===== src/rtl/cq_tx_serializer.sv =====
// cq_tx_serializer: pops bytes from a first-word-fall-through queue and sends
// each one as a UART-style frame on tx (start 0, 8 data bits LSB first, stop 1).
//
// state | meaning
// IDLE  | line high, waiting for a non-empty queue with en set
// START | start bit (tx = 0) for CLKS_PER_BIT cycles
// DATA  | data bits, LSB first, each held CLKS_PER_BIT cycles
// STOP  | stop bit (tx = 1); last cycle may pop the next byte back-to-back
module cq_tx_serializer #(
  parameter int CLKS_PER_BIT = 4
) (
  input  logic       clk,
  input  logic       reset,
  input  logic       en,
  input  logic       q_empty,
  input  logic [7:0] q_dout,
  output logic       q_rd,
  output logic       tx,
  output logic       busy,
  output logic [7:0] frame_cnt
);

  typedef enum logic [1:0] {IDLE, START, DATA, STOP} state_t;

  localparam logic [7:0] LAST_CYC = 8'(CLKS_PER_BIT - 1);

  state_t     state, state_nxt;
  logic [7:0] cyc, cyc_nxt;
  logic [2:0] bit_idx, bit_nxt;
  logic [7:0] shreg, sh_nxt;
  logic [7:0] cnt_nxt;
  logic       tx_nxt;
  logic       cyc_last;

  assign cyc_last = (cyc == LAST_CYC);
  assign busy     = (state != IDLE);

  // Next-state, pop strobe and next tx value; tx is registered from the
  // upcoming state so the start bit appears the cycle after the pop edge.
  always_comb begin
    q_rd      = reset & en & ~q_empty &
                ((state == IDLE) | ((state == STOP) & cyc_last));
    state_nxt = state;
    cyc_nxt   = cyc_last ? 8'd0 : cyc + 8'd1;
    bit_nxt   = bit_idx;
    sh_nxt    = shreg;
    cnt_nxt   = frame_cnt;
    tx_nxt    = 1'b1;

    case (state)
      IDLE: begin
        cyc_nxt = 8'd0;
        if (q_rd) begin
          state_nxt = START;
          sh_nxt    = q_dout;
        end
      end
      START: begin
        if (cyc_last) begin
          state_nxt = DATA;
          bit_nxt   = 3'd0;
        end
      end
      DATA: begin
        if (cyc_last) begin
          if (bit_idx == 3'd7) begin
            state_nxt = STOP;
          end else begin
            sh_nxt  = {1'b0, shreg[7:1]};
            bit_nxt = bit_idx + 3'd1;
          end
        end
      end
      STOP: begin
        if (cyc_last) begin
          cnt_nxt = frame_cnt + 8'd1;
          if (q_rd) begin
            state_nxt = START;
            sh_nxt    = q_dout;
          end else begin
            state_nxt = IDLE;
          end
        end
      end
      default: state_nxt = IDLE;
    endcase

    case (state_nxt)
      START:   tx_nxt = 1'b0;
      DATA:    tx_nxt = sh_nxt[0];
      default: tx_nxt = 1'b1;
    endcase
  end

  // State and datapath registers; reset aborts any frame in flight.
  always_ff @(posedge clk) begin
    if (!reset) begin
      state     <= IDLE;
      cyc       <= 8'd0;
      bit_idx   <= 3'd0;
      shreg     <= 8'd0;
      frame_cnt <= 8'd0;
      tx        <= 1'b1;
    end else begin
      state     <= state_nxt;
      cyc       <= cyc_nxt;
      bit_idx   <= bit_nxt;
      shreg     <= sh_nxt;
      frame_cnt <= cnt_nxt;
      tx        <= tx_nxt;
    end
  end

endmodule


===== config.mk =====
export PLATFORM = sky130hd
export DESIGN_NAME = cq_tx_serializer
export DESIGN_NICKNAME = d
export VERILOG_FILES = /design/src/rtl/cq_tx_serializer.sv
export SDC_FILE = /design/constraint.sdc
export NUM_CORES = 1
export LEC_CHECK = 0
export CORE_MARGIN = 2
export CORE_UTILIZATION = 30
export CTS_CLUSTER_DIAMETER = 200
export CTS_CLUSTER_SIZE = 16
export DETAILED_ROUTE_END_ITERATION = 10
export GPL_TIMING_DRIVEN = 0
export PLACE_DENSITY_LB_ADDON = 0.1
export SYNTH_ARGS = -nofsm -noshare
export SYNTH_HDL_FRONTEND = slang
export SYNTH_SLANG_ARGS = --single-unit

===== constraint.sdc =====
create_clock -name clk -period 2.2 [get_ports clk]
set_input_delay 0.55 -clock clk [delete_from_list [all_inputs] [get_ports clk]]
set_output_delay 0.55 -clock clk [all_outputs]
set_load 0.01 [all_outputs]

# After elaboration in Yosys (flattened, before gate mapping)
# Index checks and enable logic that the tools add are counted.
word_totals:
  ff_bits: 30
  in_bits: 12
  output_inout_bits: 11
  elab_cells: 53
op_classes:
  addsub: 3
  eq_ne: 11
  n_mux: 17
  n_bitwise: 7
  n_reduce_logical: 8
op_table:
  columns: ["cell", "count"]
  rows:
  - ["$mux 8", 4]
  - ["$pmux 8 s3", 1]
  - ["$add 8x1->8 const B", 2]
  - ["$mux 2", 5]
  - ["$mux 3", 3]
  - ["$eq 8x2->1 const B", 1]
  - ["$ne 2x2->1 const B", 4]
  - ["$pmux 2 s4", 1]
  - ["$reduce_and 4->1", 2]
  - ["$eq 2x2->1 const B", 3]
  - ["$pmux 3 s2", 1]
  - ["$and 1x1->1", 4]
  - ["$eq 2x1->1 const B", 2]
  - ["$reduce_bool 2->1", 2]
  - ["$add 3x1->3 const B", 1]
  - ["$eq 3x3->1 const B", 1]
  - ["$reduce_bool 3->1", 1]
  - ["$reduce_or 3->1", 1]
  - ["$logic_not 2->1", 1]
  - ["$not 1->1", 2]
  - ["$pmux 1 s2", 1]
  - ["$reduce_and 2->1", 1]
  - ["$mux 1", 1]
  - ["$or 1x1->1", 1]

# Depth between registers and ports, before layout
logic_depth:
  depth_word: 9
  mapped_depth: 7
  depth_no_buf: 7

# Least setup slack after synthesis
# OpenSTA, ideal clock, no wires.
synth_timing:
  kind: "reg-to-output"
  start: "register cyc[0]"
  end: "output q_rd"
  arrival_ps: 1379
  required_time_ps: 1650
  path_slack_ps: 271
  stages_incl_launch_ff: 5
  n_path_buf: 0
  path_cell_list: "dfxtp_1 -> ha_1 -> nor4b_4 -> nand4_2 -> a21oi_4"
synth_via:
  elab_chain_len: 4
synth_rtl:
  columns: ["element", "line_no", "source"]
  rows:
  - ["start: declaration", "28", "logic [7:0] cyc, cyc_nxt;"]
  - ["start signal: assignment", "106", "cyc <= cyc_nxt;"]
  - ["$eq 8x2->1", "35", "assign cyc_last = (cyc == LAST_CYC);"]
  - ["$and 1x1->1", "42", "((state == IDLE) | ((state == STOP) & cyc_last));"]
  - ["$or 1x1->1", "42", null]
  - ["$and 1x1->1", "41", "q_rd = reset & en & ~q_empty &"]
  - ["end: declaration", "17", "output logic q_rd,"]
# Every way passes these cells.

# Worst setup path after layout
# Ends and elaborated chain as after synthesis.

==> flow_metrics.env <==
export IMPL_status="finished clean"
export IMPL_period_needed_ns=2.12
export IMPL_clockRootBuffer="clkbuf_8"
export IMPL_drc_errors=0
export IMPL_place_inst=239
export IMPL_gp_congestion=0.850
export IMPL_grt_pass1_vias=1225
export IMPL_initial_core_util=0.309
export IMPL_syn_to_final_growth_pct=30.5
export IMPL_place_ws_ns=-0.569
export IMPL_fillers=501
export IMPL_path_class="reg2out"
export IMPL_crit_family="simple AND/OR/NAND/NOR gates"
export IMPL_drv_cap=0
export IMPL_clock_fmax_mhz=471
export IMPL_critPathMaxFanout=5
export IMPL_drive_above_1_share=0.156
export IMPL_worstMarginPinSlew_ns=0.504
export IMPL_die_h_um=73.5
export IMPL_cts_sinks=30
export IMPL_ir_worst_vdd_v=0.000216
export IMPL_firstDrtPassIters=4
export IMPL_dieArea_mm2=0.00541
export IMPL_worst_slack_ns=0.0784
export IMPL_p_per_area_mw_per_mm2=556
export IMPL_syn_nets=180
export IMPL_dp_hpwl_mm=2.41
export IMPL_synth_edff_count=0
export IMPL_rows=25
export IMPL_grt_util_all_layers=0.138
export IMPL_finalHoldViolCount=0
export IMPL_ioPinCount=23
export IMPL_rsz0062_at_grt="yes"
export IMPL_grt_pass1_wl_mm=5.73
export IMPL_hold_class="reg2reg"
export IMPL_cts_buffers=5
export IMPL_cp_buffers_inverters=1
export IMPL_yosysWarningCount=0
export IMPL_antenna_found_initial=0
export IMPL_drtIter0Drc=96
export IMPL_postCtsHoldBufs=0
export IMPL_routed_wl_mm=3.38
export IMPL_synth_seq_cells=30
export IMPL_die_w_um=73.5
export IMPL_endpoint_kind="primary output"
export IMPL_n_antenna_cell=0
export IMPL_place_area_mm2=0.00173
export IMPL_yosysUniqueCellTypes=40
export IMPL_port_buffers=21
export IMPL_slew_violations=0
export IMPL_async_flop_share=0
export IMPL_syn_inst=164
export IMPL_postLayoutCoreUtil=0.403
export IMPL_viasPerCell=5.06
export IMPL_p_leak_nw=0.694
export IMPL_cts_htree_levels=2
export IMPL_clock_path_buffers=2
export IMPL_worstPathCellList="ha_4 -> nor4b_4 -> nand4_4 -> a21oi_4 -> buf_6"
export IMPL_core_mm2=0.00469
export IMPL_dominantRegCellSynth="dfxtp_1"
export IMPL_critPathMaxStageDelay_ns=0.37
export IMPL_setup_viol_count_final=0
export IMPL_syn_area_mm2=0.00145
export IMPL_timing_rr_start="cyc[0]"
export IMPL_ys_seq_area_frac=0.414
export IMPL_fin_area_mm2=0.00189
export IMPL_start_kind="register"
export IMPL_detail_route_antenna_nets=0
export IMPL_fin_cells=253
export IMPL_skew_ns=0.00162
export IMPL_worstHoldStart="cyc[0]"
export IMPL_clk_latency_ns=0.28
export IMPL_nets=215
export IMPL_worstSetupStartpoint="cyc[0]"
export IMPL_critPathRequiredTime_ns=1.65
export IMPL_grt_overflow=0
export IMPL_grt_max_degree=11
export IMPL_slowest_stage="dfxtp_4"
export IMPL_cp_arrival_ns=1.57
export IMPL_max_slew_margin_rel=0.664
export IMPL_fin_crit_sh=0.964
export IMPL_clkTransAtPathRegs_ns=0.06
export IMPL_synth_area_per_cell_um2=8.84
export IMPL_vias=1281
export IMPL_wl_per_cell_um=13.3
export IMPL_cts_tree="built"
synthesized netlist by cell type, types with 2 or more instances:
master    count  area, um^2
and3_1        3        18.8
a221o_1       6        60.1
o22ai_1       2        12.5
o21ai_0       6        30.0
mux2_2        2        22.5
xnor2_1       3        26.3
xor2_1       10        87.6
dfxtp_1      30         601
inv_1         8        30.0
nand4b_1      2        17.5
clkbuf_1      3        11.3
buf_2         3        15.0
nor3_1        2        10.0
nand4_1       6        37.5
ha_1          4        50.1
nand2_1       9        33.8
nor2_1       28         105
nand3_1      11        55.1
a21oi_1       5        25.0
cells in the final DEF, fill, tap and decap left out, types with 3 or more instances in the layout:
cell type / n
ha_1: 3
dfxtp_1: 27
nand3_1: 11
xor2_1: 10
a221o_1: 6
clkbuf_1: 5
clkdlybuf4s50_1: 20
xnor2_1: 3
inv_1: 8
buf_2: 3
a21oi_1: 5
o21ai_0: 6
and3_1: 3
clkbuf_8: 5
nor2_1: 28
nand4_1: 6
nand2_1: 9
buf_4: 7
worst reg2reg max path, stage by stage (launching register included):
cell and delay, ns:
dfxtp_4 0.37, ha_4 0.14, nor4b_4 0.28, buf_4 0.17, and2_4 0.15, nand3_2 0.08
and3_1 0.18, clkbuf_2 0.15, a221o_1 0.31
report_power, final:
group	switching (mW)	internal [mW]	total, mW
Combinational	0.0416	0.0459	0.0875
Clock	0.190	0.217	0.407
Sequential	0.00560	0.552	0.558
Total	0.237	0.815	1.05
timing repair:
item	in CTS	in global routing
gates resized for setup	10	4
pin swaps	2	3
buffers inserted	4	3
hold endpoints to repair	0	0
setup endpoints to repair	1	2
per-layer routing:
metal  up-vias  GRT usage  share of wire
li1        642          -              -
met1       605      0.178           0.46
met2        28      0.205           0.46
met3         6     0.0494          0.062
met4         0     0.0646          0.019
met5         -          0              0
path summary, 6_finish.rpt:
kind / slack (ns) / cells after the start / endpoint
worst min-delay path: 0.45 / 1 / cyc[0]
worst max-delay path: 0.08 / 5 / q_rd
worst min register to register: 0.45 / 1 / cyc[0]
worst max register to register: 0.25 / 8 / shreg[6]
kinds of logic (layout without fill, tap and decap cells):
group	Yosys count	in the layout	synth area share
simple gates	73	73	0.272
mux	3	3	0.0224
buf+inv	16	51	0.0500
xor+xnor	13	13	0.0785
compound gates	25	25	0.129
flops	30	30	0.414
fa+ha+maj	4	4	0.0345
metrics by stage:
stage / TNS, ns / hold slack [ns] / power [mW]
after global placement: -0.634 / 0.444 / 0.654
final: 0 / 0.454 / 1.05
after global routing: -0.0216 / 0.470 / 1.10
after detailed placement: -0.723 / 0.460 / 0.655
after CTS: 0 / 0.460 / 1.07
after floorplan: 0 / 0.436 / 0.617
cell type report:
type | count | area (um^2) | share of cell area
flip-flops and latches | 30 | 609 | 0.322
plain buffers | 8 | 42.5 | 0.0225
repair buffers | 28 | 264 | 0.139
multi-input cells | 118 | 803 | 0.424
well taps | 54 | 67.6 | 0.0357
clock buffers | 7 | 76.3 | 0.0403
inverters | 8 | 30.0 | 0.0159
sequential cells by signal (all words and copies together) (netlist names):
| name | cells |
|---|---|
| shreg | 8 |
| cyc | 8 |
| frame_cnt | 8 |
| tx | 1 |
| state | 2 |
| bit_idx | 3 |
Power figures use the tool's default switching activity.
